[config.mk]
export PLATFORM = sky130hd
export DESIGN_NAME = rgb_stream_packer
export DESIGN_NICKNAME = d
export VERILOG_FILES = /design/src/rtl/rgb_stream_packer.sv
export SDC_FILE = /design/constraint.sdc
export NUM_CORES = 1
export LEC_CHECK = 0
export CORE_ASPECT_RATIO = 1.5
export CORE_MARGIN = 2
export CORE_UTILIZATION = 48
export CTS_CLUSTER_DIAMETER = 150
export DETAILED_ROUTE_END_ITERATION = 6
export PLACE_DENSITY = 0.82
export SETUP_SLACK_MARGIN = 0.3
export SLEW_MARGIN = 10
export SYNTH_ARGS = -nofsm -noshare
export SYNTH_HDL_FRONTEND = slang
export SYNTH_SLANG_ARGS = --single-unit
[constraint.sdc]
create_clock -name aclk -period 2.2 [get_ports aclk]
set_input_delay 0.44 -clock aclk [delete_from_list [all_inputs] [get_ports aclk]]
set_output_delay 0.44 -clock aclk [all_outputs]
set_load 0.03 [all_outputs]
[src/rtl/rgb_stream_packer.sv]
// rgb_stream_packer
//   Packs a stream of 24-bit RGB pixels into a gapless 32-bit AXI4-Stream
//   (4 pixels -> 3 words, byte 0 = tdata[7:0]). A line ending off a word
//   boundary is closed with a partial word whose tkeep marks the valid bytes.
//   Start-of-frame rides tuser on the first word carrying a tagged pixel's
//   data; end-of-line is reported on tlast.
//
// Ports
//   aclk               clock
//   aresetn            synchronous active-low reset
//   r, g, b            pixel components (pixel = {r, g, b})
//   valid, sof, eol    pixel qualifier, first-of-frame, last-of-line
//   in_stream_ready    pixel accepted when valid && in_stream_ready
//   out_stream_*       AXI4-Stream master (tdata/tkeep/tlast/tuser/tvalid/tready)

module rgb_stream_packer #(
  parameter logic [7:0] PAD_BYTE = 8'h00
) (
  input  logic        aclk,
  input  logic        aresetn,
  input  logic [7:0]  r,
  input  logic [7:0]  g,
  input  logic [7:0]  b,
  input  logic        valid,
  input  logic        sof,
  input  logic        eol,
  output logic        in_stream_ready,
  output logic [31:0] out_stream_tdata,
  output logic [3:0]  out_stream_tkeep,
  output logic        out_stream_tlast,
  output logic        out_stream_tuser,
  input  logic        out_stream_tready,
  output logic        out_stream_tvalid
);

  typedef enum logic [0:0] {StPack, StFlush} state_e;

  state_e      state_q, state_d;
  logic [1:0]  phase_q, phase_d;
  logic [23:0] res_q, res_d;
  logic        sof_pend_q, sof_pend_d;
  logic [3:0]  flush_keep_q, flush_keep_d;

  logic [31:0] tdata_q, tdata_d;
  logic [3:0]  tkeep_q, tkeep_d;
  logic        tlast_q, tlast_d;
  logic        tuser_q, tuser_d;
  logic        tvalid_q, tvalid_d;

  logic        out_free;
  logic        accept;
  logic        sof_eff;
  logic        load;
  logic [31:0] ld_data;
  logic [3:0]  ld_keep;
  logic        ld_last;
  logic [23:0] pix;

  assign pix             = {r, g, b};
  // Output register can take a new word if empty or drained this cycle.
  assign out_free        = !tvalid_q || out_stream_tready;
  assign in_stream_ready = aresetn && (state_q == StPack) && out_free;
  assign accept          = valid && in_stream_ready;

  always_comb begin
    state_d      = state_q;
    phase_d      = phase_q;
    res_d        = res_q;
    flush_keep_d = flush_keep_q;
    sof_pend_d   = sof_pend_q;
    tdata_d      = tdata_q;
    tkeep_d      = tkeep_q;
    tlast_d      = tlast_q;
    tuser_d      = tuser_q;
    tvalid_d     = tvalid_q && !out_stream_tready;
    load         = 1'b0;
    ld_data      = '0;
    ld_keep      = '0;
    ld_last      = 1'b0;

    unique case (state_q)
      StPack: begin
        if (accept) begin
          unique case (phase_q)
            2'd0: begin
              if (eol) begin
                load    = 1'b1;
                ld_data = {PAD_BYTE, pix};
                ld_keep = 4'h7;
                ld_last = 1'b1;
                res_d   = '0;
              end else begin
                res_d   = pix;
                phase_d = 2'd1;
              end
            end
            2'd1: begin
              load    = 1'b1;
              ld_data = {pix[7:0], res_q};
              ld_keep = 4'hF;
              res_d   = {8'h00, pix[23:8]};
              if (eol) begin
                // Two leftover bytes go out in a following flush word.
                flush_keep_d = 4'h3;
                state_d      = StFlush;
                phase_d      = 2'd0;
              end else begin
                phase_d = 2'd2;
              end
            end
            2'd2: begin
              load    = 1'b1;
              ld_data = {pix[15:0], res_q[15:0]};
              ld_keep = 4'hF;
              res_d   = {16'h0000, pix[23:16]};
              if (eol) begin
                flush_keep_d = 4'h1;
                state_d      = StFlush;
                phase_d      = 2'd0;
              end else begin
                phase_d = 2'd3;
              end
            end
            2'd3: begin
              load    = 1'b1;
              ld_data = {pix, res_q[7:0]};
              ld_keep = 4'hF;
              ld_last = eol;
              res_d   = '0;
              phase_d = 2'd0;
            end
          endcase
        end
      end
      StFlush: begin
        if (out_free) begin
          load    = 1'b1;
          ld_data = flush_keep_q[1] ? {PAD_BYTE, PAD_BYTE, res_q[15:0]}
                                    : {PAD_BYTE, PAD_BYTE, PAD_BYTE, res_q[7:0]};
          ld_keep = flush_keep_q;
          ld_last = 1'b1;
          res_d   = '0;
          state_d = StPack;
        end
      end
    endcase

    // A sof tag rides the next word loaded, which may be the tagged pixel's own.
    sof_eff = sof_pend_q || (accept && sof);
    if (load) begin
      tvalid_d   = 1'b1;
      tdata_d    = ld_data;
      tkeep_d    = ld_keep;
      tlast_d    = ld_last;
      tuser_d    = sof_eff;
      sof_pend_d = 1'b0;
    end else begin
      sof_pend_d = sof_eff;
    end
  end

  always_ff @(posedge aclk) begin
    if (!aresetn) begin
      state_q      <= StPack;
      phase_q      <= 2'd0;
      res_q        <= '0;
      flush_keep_q <= '0;
      sof_pend_q   <= 1'b0;
      tdata_q      <= '0;
      tkeep_q      <= '0;
      tlast_q      <= 1'b0;
      tuser_q      <= 1'b0;
      tvalid_q     <= 1'b0;
    end else begin
      state_q      <= state_d;
      phase_q      <= phase_d;
      res_q        <= res_d;
      flush_keep_q <= flush_keep_d;
      sof_pend_q   <= sof_pend_d;
      tdata_q      <= tdata_d;
      tkeep_q      <= tkeep_d;
      tlast_q      <= tlast_d;
      tuser_q      <= tuser_d;
      tvalid_q     <= tvalid_d;
    end
  end

  assign out_stream_tdata  = tdata_q;
  assign out_stream_tkeep  = tkeep_q;
  assign out_stream_tlast  = tlast_q;
  assign out_stream_tuser  = tuser_q;
  assign out_stream_tvalid = tvalid_q;

endmodule

==> implementation parameters <==
Parameter                              Value

Global route
  Pin count of the biggest net entering global routing    35
  Global-route usage over all layers    around 28%
  Grt total ovfl    0
  Vias in the first global route    ~3700
  Initial antenna violation count    0
  Global-route wire length before repair    about 18000 um

Worst setup path
  Highest net fanout along the worst path    34
  Data required time at the worst endpoint    2400 ps
  Slowest cell on the critical path    dfxtp_1
  Data arrival at the endpoint of the critical path    about 2100 ps
  Worst Setup Start Kind    register
  Number of buffers and inverters on the critical path    2
  Critical path's top delay family    flip-flops
  CP Cell Sequence    buf_4 -> nand2_1 -> buf_12 -> a222oi_1 -> nor3_1
  Largest stage delay on the critical path    roughly 560 ps
  Critical path endpoint category    register
  Class of the most critical setup path    reg2reg

Detailed routing
  Router iterations before antenna repair    7
  Post-DRT Antenna Nets    0
  Post-DR vias/cell    6.67
  Routed via count    3916
  Routed wire per std cell    between 20 and 25 um
  Remaining DRCs    1
  Violation count after the first detailed-routing iteration    between 400 and 500
  Total routed wirelength    between 10000 and 15000 um

STA
  Total count of hold-check failures in the final report    0
  Final number of setup-violating endpoints    0
  Setup slack after layout    322 ps
  Headroom to the max-slew limit    between 60% and 70%
  Post-route setup TNS    0 ps
  Total count of max-transition violations in the final report    0
  Setup skew after layout    3.09 ps
  Highest Clock Rate    approximately 530 MHz
  Final period util    85.4%
  Minimum period implied by the final worst setup slack    around 1900 ps
  Setup repair after global routing missed its margin    true
  Pin slew with the least headroom to its limit    about 560 ps

Yosys
  Leading post-synthesis cells by cell area    dfxtp_1 38%, a222oi_1 6.8%, nand3_1 3.4%
  Synth cell types    50
  Area share of the largest cell type after synthesis    between 30% and 40%
  Gate count after technology mapping    406
  Post-synthesis sequential area ratio    37.6%
  Post-synth top flop    dfxtp_1
  Biggest area consumer among synthesized cells    dfxtp_1
  Cell Area, Synth    between 3000 and 4000 um2
  Ys async rst share    0%
  Post-Synthesis Net Count    approximately 440
  Post-synth EDFFs    0
  Synth Register Bits    slightly below 70
  Mean instance size in the synthesized netlist    9.04 um2
  Number of warnings printed during yosys synthesis    0

Floorplan
  Number of rows created at floorplan    39
  Die outline height    between 100 and 150 um
  Floorplan core area    7510 um2
  DIE WIDTH    ~75 um
  Die outline area    ~8400 um2
  Number of primary I/O pins    70
  Initial cell density of the core    between 40% and 50%

Clock network
  Clock buffer count from CTS    9
  CTS Buffer Depth    2
  Clock root buffer master    clkbuf_16
  Clk sinks    slightly below 70
  Number of post-CTS setup repair buffers    0
  Hold Buf Count CTS    0
  Clock tree from TritonCTS    done
  CTS clock-pin slew for the worst setup and hold paths    around 50 ps
  H-tree levels    3
  Worst-Skew Late Latency    between 300 and 400 ps

Final layout
  Non-Filler Instances    587
  Commonest non-fill, non-tap cells in the layout    67 x dfxtp_1, 67 x clkdlybuf4s50_1, 44 x buf_4
  NumNets Final    517
  Fraction of layout cells with a size suffix above 1    between 10% and 20%
  Antenna fix cells    0
  Number of filler instances in the final layout    around 630
  Area growth from synthesis to layout    36.6%

Power and ir drop
  Share of power burned in registers    between 40% and 50%
  PD cells    between 600 and 700 nW/um2
  Switching power total    895 uW
  Portion of total power attributed to combinational logic    a little under a fifth
  Worst VDD drop    0.000469 V
  Clock power share    between 40% and 50%
  Pleak    ~0.0018 uW
  Total power    approximately 3400 uW
  Internal Power    between 2000 and 2500 uW
  Sw Share    26.7%

Placed design
  Place WS    -113 ps
  Count of placed standard cells including taps    between 500 and 600
  Dpl hpwl    between 8000 and 9000 um
  Port Buffer Count    slightly below 70
  Weighted congestion at the end of routability-driven global placement    a little over 0.9

Outcome
  Violations in the final reports    DRC
  Result of the run    complete, but fails checks

Run
  Max-Cap Viols    0

Worst hold path
  Class of the most critical hold timing path    reg2reg
## timing repair
action	in CTS	in global routing
pin swaps	0	1
gates resized for setup	6	12
setup endpoints to repair	33	51
cloned	0	0
hold endpoints to repair	0	0
## synth_stat cells (all sizes together) (4+ instances only)
master / n
dfxtp: 69
clkbuf: 30
nand3: 26
a222oi: 25
buf: 23
a21oi: 22
nor3: 22
a22oi: 15
nand2: 15
and3: 12
nand2b: 12
o21ai: 12
nor2: 10
a21boi: 9
o211ai: 9
o21a: 9
a2111o: 8
a221oi: 8
o221a: 8
o22ai: 8
a2111oi: 7
a22o: 7
ha: 5
inv: 4
o221ai: 4
## worst min-delay path, delay by kind of cell, from the launching register on
family           cells  cell delay (ps)
flip-flops           1              310
AND/OR/NAND/NOR      2              100
## per-layer routing
layer  global-route usage (%)  up-vias  part of all wire, %
li1                         -     1770                    -
met1                     34.4     1848                   38
met2                     44.7      243                   50
met3                     3.91       55                  7.0
met4                     18.4        0                  5.9
met5                        0        -                    0
## final timing paths
kind                            slack (ps)           startpoint                   to  depth (start not counted)
worst max-delay path                   320              state_q            res_q[14]                          5
worst min-delay path                   450  out_stream_tkeep[2]  out_stream_tkeep[2]                          2
worst min register to register         450  out_stream_tkeep[2]  out_stream_tkeep[2]                          2
worst max register to register         320              state_q            res_q[14]                          5
## flip-flops by register name (all words and copies together) (netlist names)
signal and flops:
out_stream_tvalid 1, out_stream_tdata 32, phase_q 2, state_q 1
out_stream_tkeep 4, flush_keep_q 2, out_stream_tuser 1, out_stream_tlast 1
sof_pend_q 1, res_q 24
## final cells by class
| class | instances | area [um2] | area share [%] |
|---|---|---|---|
| flip-flops and latches | 69 | 1380 | 27.6 |
| repair buffers | 118 | 1130 | 22.5 |
| inverters | 4 | 15.0 | 0.300 |
| clock buffers | 13 | 280 | 5.59 |
| multi-input cells | 280 | 2070 | 41.3 |
| clock inverters | 1 | 5.00 | 0.0999 |
| well taps | 102 | 128 | 2.55 |
## power by group through the flow
| stage | registers [uW] | clock network [uW] | logic (uW) |
|---|---|---|---|
| 6_report | 1350 | 1380 | 631 |
| 5_1_grt | 1350 | 1430 | 666 |
| 4_1_cts | 1350 | 1380 | 616 |
| 3_5_place_dp | 1370 | 0 | 609 |
| 3_3_place_gp | 1370 | 0 | 600 |
| 2_1_floorplan | 1430 | 0 | 270 |
## kinds of logic after synthesis
group	after synthesis	share of synthesized area, %
adder cells (fa/ha/maj)	5	1.70
AO/OA/AOI/OAI	163	36.6
flip-flops	69	37.6
buffers and inverters	57	7.30
multiplexers	1	0.273
AND/OR/NAND/NOR	111	16.5
## through the flow
step	instance area, um2	util, %	hold slack, ps
after global routing	5010	66.7	469
final	5010	66.7	455
after detailed placement	4680	62.2	452
after global placement	4680	62.2	446
after CTS	4980	66.3	460
after floorplan	3670	-	440
Note: power is estimated with default switching activity, not from simulation.
